**src/rtl/hdmi_frame_timer.sv**
```systemverilog
// hdmi_frame_timer
//   Pixel-clock front end for the HDMI-in path. Registers the decoded pixel
//   stream, generates line/frame strobes, measures active width and height,
//   and declares lock once the same geometry repeats for LOCK_FRAMES frames.
//
// Ports
//   i_pix_clk, i_reset_n        pixel clock, async active-low reset
//   i_de, i_vsync               data enable, vertical sync (active high)
//   i_r, i_g, i_b               decoded 8-bit pixel
//   o_pix_valid, o_pix_r/g/b    pixel stream, 1-cycle latency
//   o_pix_newline/newframe      first valid pixel of a line / frame
//   o_pix_eol, o_pix_eof        one-cycle line-end / frame-end pulses
//   o_pix_npix, o_pix_nlines    measured active width / height
//   o_locked                    geometry stable
module hdmi_frame_timer #(
  parameter int LGDIM       = 16,
  parameter int LOCK_FRAMES = 3
) (
  input  logic             i_pix_clk,
  input  logic             i_reset_n,
  input  logic             i_de,
  input  logic             i_vsync,
  input  logic [7:0]       i_r,
  input  logic [7:0]       i_g,
  input  logic [7:0]       i_b,
  output logic             o_pix_valid,
  output logic [7:0]       o_pix_r,
  output logic [7:0]       o_pix_g,
  output logic [7:0]       o_pix_b,
  output logic             o_pix_newline,
  output logic             o_pix_newframe,
  output logic             o_pix_eol,
  output logic             o_pix_eof,
  output logic [LGDIM-1:0] o_pix_npix,
  output logic [LGDIM-1:0] o_pix_nlines,
  output logic             o_locked
);

  localparam logic [LGDIM-1:0] DIM_MAX = '1;
  localparam logic [LGDIM-1:0] DIM_ONE = LGDIM'(1);
  localparam logic [3:0]       LOCK_N  = 4'(LOCK_FRAMES);

  logic             de_q, vs_q;
  logic [LGDIM-1:0] xcount_q, xcount_d, ycount_q, ycount_d, line_w_q, line_w_d;
  logic             consistent_q, consistent_d, first_line_q, first_line_d;
  logic             frame_started_q, frame_started_d;
  logic [3:0]       stable_q, stable_d;
  logic [LGDIM-1:0] npix_q, npix_d, nlines_q, nlines_d;
  logic             newframe_d;

  logic             de_rise, de_fall, vs_rise, x_sat, y_sat, width_bad;
  logic [LGDIM-1:0] ycount_upd, line_w_upd;
  logic             first_upd, cons_upd, good, geom_match;
  logic [3:0]       stable_eval;

  assign de_rise = i_de & ~de_q;
  assign de_fall = ~i_de & de_q;
  assign vs_rise = i_vsync & ~vs_q;

  // Width counter sticks at all-ones; every extra high cycle marks the frame bad.
  assign x_sat = i_de & ~de_rise & (xcount_q == DIM_MAX);
  assign y_sat = de_fall & (ycount_q == DIM_MAX);

  // Line-end bookkeeping folded in combinationally so that a line ending on
  // the vsync edge is still counted in the frame being evaluated.
  assign width_bad  = de_fall & ~first_line_q & (xcount_q != line_w_q);
  assign line_w_upd = (de_fall & first_line_q) ? xcount_q : line_w_q;
  assign first_upd  = first_line_q & ~de_fall;
  assign ycount_upd = (de_fall & ~y_sat) ? ycount_q + DIM_ONE : ycount_q;
  assign cons_upd   = consistent_q & ~width_bad & ~y_sat;

  assign good        = cons_upd & ~first_upd & (ycount_upd != '0);
  assign geom_match  = (line_w_upd == npix_q) & (ycount_upd == nlines_q);
  assign stable_eval = (good & geom_match) ?
                       ((stable_q == LOCK_N) ? stable_q : stable_q + 4'd1) :
                       {3'b0, good};

  always_comb begin
    xcount_d        = xcount_q;
    ycount_d        = ycount_upd;
    line_w_d        = line_w_upd;
    first_line_d    = first_upd;
    consistent_d    = cons_upd & ~x_sat;
    stable_d        = stable_q;
    npix_d          = npix_q;
    nlines_d        = nlines_q;
    // A line starting on the vsync edge already belongs to the new frame.
    newframe_d      = de_rise & (frame_started_q | vs_rise);
    frame_started_d = (frame_started_q | vs_rise) & ~de_rise;

    if (de_rise)                 xcount_d = DIM_ONE;
    else if (i_de && !x_sat)     xcount_d = xcount_q + DIM_ONE;

    if (vs_rise) begin
      stable_d     = stable_eval;
      if (good) begin
        npix_d   = line_w_upd;
        nlines_d = ycount_upd;
      end
      ycount_d     = '0;
      first_line_d = 1'b1;
      // Saturation seen on this edge is from a line of the new frame.
      consistent_d = ~x_sat;
    end
  end

  always_ff @(posedge i_pix_clk or negedge i_reset_n) begin
    if (!i_reset_n) begin
      de_q            <= 1'b0;
      vs_q            <= 1'b0;
      xcount_q        <= '0;
      ycount_q        <= '0;
      line_w_q        <= '0;
      consistent_q    <= 1'b0;
      first_line_q    <= 1'b0;
      frame_started_q <= 1'b0;
      stable_q        <= '0;
      npix_q          <= '0;
      nlines_q        <= '0;
      o_pix_valid     <= 1'b0;
      o_pix_r         <= '0;
      o_pix_g         <= '0;
      o_pix_b         <= '0;
      o_pix_newline   <= 1'b0;
      o_pix_newframe  <= 1'b0;
      o_pix_eol       <= 1'b0;
      o_pix_eof       <= 1'b0;
      o_locked        <= 1'b0;
    end else begin
      de_q            <= i_de;
      vs_q            <= i_vsync;
      xcount_q        <= xcount_d;
      ycount_q        <= ycount_d;
      line_w_q        <= line_w_d;
      consistent_q    <= consistent_d;
      first_line_q    <= first_line_d;
      frame_started_q <= frame_started_d;
      stable_q        <= stable_d;
      npix_q          <= npix_d;
      nlines_q        <= nlines_d;
      o_pix_valid     <= i_de;
      o_pix_r         <= i_r;
      o_pix_g         <= i_g;
      o_pix_b         <= i_b;
      o_pix_newline   <= de_rise;
      o_pix_newframe  <= newframe_d;
      o_pix_eol       <= de_fall;
      o_pix_eof       <= vs_rise;
      o_locked        <= (stable_d == LOCK_N);
    end
  end

  assign o_pix_npix   = npix_q;
  assign o_pix_nlines = nlines_q;

endmodule

```
**config.mk**
```make
export PLATFORM = sky130hd
export DESIGN_NAME = hdmi_frame_timer
export DESIGN_NICKNAME = d
export VERILOG_FILES = /design/src/rtl/hdmi_frame_timer.sv
export SDC_FILE = /design/constraint.sdc
export NUM_CORES = 1
export LEC_CHECK = 0
export CELL_PAD_IN_SITES_DETAIL_PLACEMENT = 0
export CELL_PAD_IN_SITES_GLOBAL_PLACEMENT = 1
export CORE_ASPECT_RATIO = 1.1
export CORE_MARGIN = 1
export CORE_UTILIZATION = 46
export CTS_CLUSTER_DIAMETER = 40
export DETAILED_ROUTE_END_ITERATION = 8
export GPL_TIMING_DRIVEN = 0
export PLACE_DENSITY_LB_ADDON = 0.05
export SETUP_SLACK_MARGIN = 0.5
export SLEW_MARGIN = 20
export SYNTH_ARGS = -nofsm -noshare
export SYNTH_HDL_FRONTEND = slang
export SYNTH_SLANG_ARGS = --single-unit
export TNS_END_PERCENT = 50
```
**constraint.sdc**
```tcl
create_clock -name i_pix_clk -period 7.88 [get_ports i_pix_clk]
set_input_delay 0.788 -clock i_pix_clk [delete_from_list [all_inputs] [get_ports i_pix_clk]]
set_output_delay 0.788 -clock i_pix_clk [all_outputs]
set_load 0.1 [all_outputs]
```
==> results.ini <==
[routing]
drt_first_iter_violations = 344
ant_nets = 0
top_signal_layer_used = met4
post_drt_via_cell_ratio = 5.69
drc = 1
routedWlPerCell_um = 19.0
wl_met3_um = 669
drt_pass1_iterations = 9
via_count = 5125
routed_wl_um = 17100
dr_wl_met2_um = 8730
drt-met1-wl_um = 7350

[synth]
yosys_warnings = 0
syn_area_per_cell_um2 = 9.89
async_reset_ff_share_pct = 100
ys.flop_type = sky130_fd_sc_hd__dfrtp_1
syn-cell-area_um2 = 6140
synth.net_count = 652
seq_area_frac_synth_pct = 48.1
synth.ff_latch_count = 118
synth_enable_flop_cells = 0
netlist_instances = 621
synth.distinct_cells = 70

[sta]
post-route-min-period_ns = 4.50
slew_viol_final = 0
timing.max_slew.rel_slack_pct = 34.2
tightest_slew_ns = 0.984
setup_total_negative_slack_ns = 0
hold_viol_final = 0
min_period_over_period_pct = 57.2
max_freq_mhz = 222
grt_setup_unrepaired = false
finClkSkew_ns = 0.00499
timing.final.setup_violations = 0

[worst_setup_path]
worstSetupPathType = in2reg
arrival_ns = 4.83
critical_path_data_required_time_ns = 8.20
element_type_at_the_critical_path_end = flop
critical_path.startpoint_type = input pin
critical_path.max_fanout = 10
depth_of_the_worst_register_to_register_path = 11

[clock_network]
cts-hold-fix-buffers = 0
clk_transition_reported_paths_ns = 0.06
htree_levels = 4
clock_tree.buffer_depth = 2
clock_sink_count = 118
post_cts_resize_count = 0
cts-buffers-inserted = 17
post-cts-setup-buffers = 0
clockRootBuffer = sky130_fd_sc_hd__clkbuf_16
tritoncts = built
worst_skew_pair.late_latency_ns = 0.42

[floorplan]
die_h_um = 123
dieArea_um2 = 13800
design.core.area_um2 = 12800
die_x_um = 112
initial_utilization_pct = 48.0
num_io_pins = 90
fp-row-count = 43

[status]
outcome = finished with violations
failed_checks = design-rule violations

[global_routing]
grt_antenna_before_repair = 0
grt_overflow_total = 0
grt_start_max_net_pins = 66
grt_pass1_vias = 5046
grt_first_pass_wirelength_um = 27300
grt_util_all_layers_pct = 26.5

[placement]
gp_congestion = 0.911
io_buffer_count = 89
hpwl_um = 12700

[cells_and_area]
final_cell_mix = sky130_fd_sc_hd__dfrtp_1 (118), sky130_fd_sc_hd__clkdlybuf4s50_1 (88), sky130_fd_sc_hd__nor2_1 (70), sky130_fd_sc_hd__nand2_1 (46), sky130_fd_sc_hd__xnor2_1 (43)
drive_above_1_share_pct = 10.1
total_of_fill_cells_in_the_finished_design = 1119
final_util_pct = 61.1
antenna_cells = 0
area_growth_from_synthesis_to_final_layout_pct = 27.3
final_nets = 761
layout_commonest_cell = sky130_fd_sc_hd__dfrtp_1

[power]
pwr_density_cell_nw_per_um2 = 352
vdd.ir_drop.worst_uv = 349
total_leakage_power_uw = 0.00331

[job]
drv.max_cap_violation_count = 0

[min_path]
hp-class = in2async

worst max-delay path: stages:
cell and delay, ns:
sky130_fd_sc_hd__clkdlybuf4s50_1 0.48, sky130_fd_sc_hd__buf_2 0.22, sky130_fd_sc_hd__and3b_1 0.21, sky130_fd_sc_hd__buf_2 0.26, sky130_fd_sc_hd__buf_2 0.32, sky130_fd_sc_hd__mux2i_1 0.39
sky130_fd_sc_hd__xnor2_1 0.14, sky130_fd_sc_hd__a2111oi_0 0.56, sky130_fd_sc_hd__nand4_1 0.22, sky130_fd_sc_hd__nor4_2 0.26, sky130_fd_sc_hd__nand3_2 0.21, sky130_fd_sc_hd__o41ai_2 0.31
sky130_fd_sc_hd__a32o_2 0.17, sky130_fd_sc_hd__nor4bb_2 0.27
cells by family (layout without fill, tap and decap cells):
logic type / after synthesis / in the layout / share of synthesized area [%]
xor gates and xnor gates: 58 / 58 / 8.39
and+or+nand+nor: 243 / 243 / 21.6
AOI/OAI and AO/OA: 106 / 106 / 12.5
DFF: 118 / 118 / 48.1
buffers and inverters: 71 / 193 / 5.19
muxes: 22 / 22 / 3.71
adders and majority gates: 3 / 3 / 0.611
sequential cells by signal (all words and copies together), names as in the netlist, 4 cells and up:
signal        cells
o_pix_g           8
xcount_q         16
line_w_q         16
o_pix_nlines     16
o_pix_npix       16
stable_q          4
o_pix_b           8
ycount_q         16
o_pix_r           8
cell usage after synthesis (all sizes together) (5+ instances only):
cell type	instances	share of area (%)
a2111oi	5	1.3
a21oi	33	2.7
a22o	5	0.71
buf	19	2.0
clkbuf	17	1.0
dfrtp	118	48
inv	35	2.1
mux2	6	1.1
mux2i	16	2.6
nand2	47	2.9
nand2b	13	1.3
nand3	16	1.4
nand4	19	2.5
nor2	70	4.3
nor2b	10	1.0
nor3	11	0.98
nor4	11	1.3
o21ai	18	1.5
o22ai	5	0.51
or3	10	1.0
xnor2	43	6.1
xor2	15	2.3
power breakdown:
| group | internal [uW] | switching, uW |
|---|---|---|
| registers | 706 | 130 |
| clock network | 449 | 279 |
| logic | 323 | 866 |
| total | 1480 | 1270 |
layout make-up:
type | count | area, um^2 | share of cell area, %
Buffer | 36 | 188 | 2.40
Clock buffer | 21 | 460 | 5.89
Clock inverter | 11 | 100 | 1.28
Inverter | 35 | 131 | 1.68
Multi-Input combinational cell | 432 | 2870 | 36.7
Sequential cell | 118 | 2950 | 37.8
Tap cell | 157 | 196 | 2.51
Timing Repair Buffer | 90 | 920 | 11.8
metal layers:
metal	vias up	GRT usage [%]
li1	2427	-
met2	130	46.6
met3	30	5.74
met5	-	0
met4	0	10.5
met1	2538	32.0
worst paths after layout:
path                                                 from                         to  slack, ns
min in group i_pix_clk          frame_started_q$_DFF_PN0_  frame_started_q$_DFF_PN0_       0.50
max in group asynchronous                       i_reset_n     ycount_q[13]$_DFF_PN0_       6.86
worst min register to register  frame_started_q$_DFF_PN0_  frame_started_q$_DFF_PN0_       0.50
worst max register to register      ycount_q[1]$_DFF_PN0_         o_locked$_DFF_PN0_       3.81
worst min-delay path                            i_reset_n       o_pix_g[0]$_DFF_PN0_       0.31
worst max-delay path                                 i_de         o_locked$_DFF_PN0_       3.38
metrics by stage:
| stage | power [uW] | instances | hold slack, ns | setup slack [ns] | instance area, um^2 |
|---|---|---|---|---|---|
| 3_3_place_gp | 2020 | 867 | 0.472 | 1.54 | 7230 |
| 5_1_grt | 2870 | 900 | 0.351 | 3.14 | 7820 |
| 4_1_cts | 2770 | 900 | 0.325 | 3.39 | 7820 |
| 6_report | 2750 | 900 | 0.314 | 3.38 | 7820 |
| 3_5_place_dp | 2030 | 868 | 0.482 | 2.96 | 7260 |
| 2_1_floorplan | 1710 | 621 | 0.452 | 4.21 | 6140 |
No activity file was read; power rests on OpenSTA's default activity.
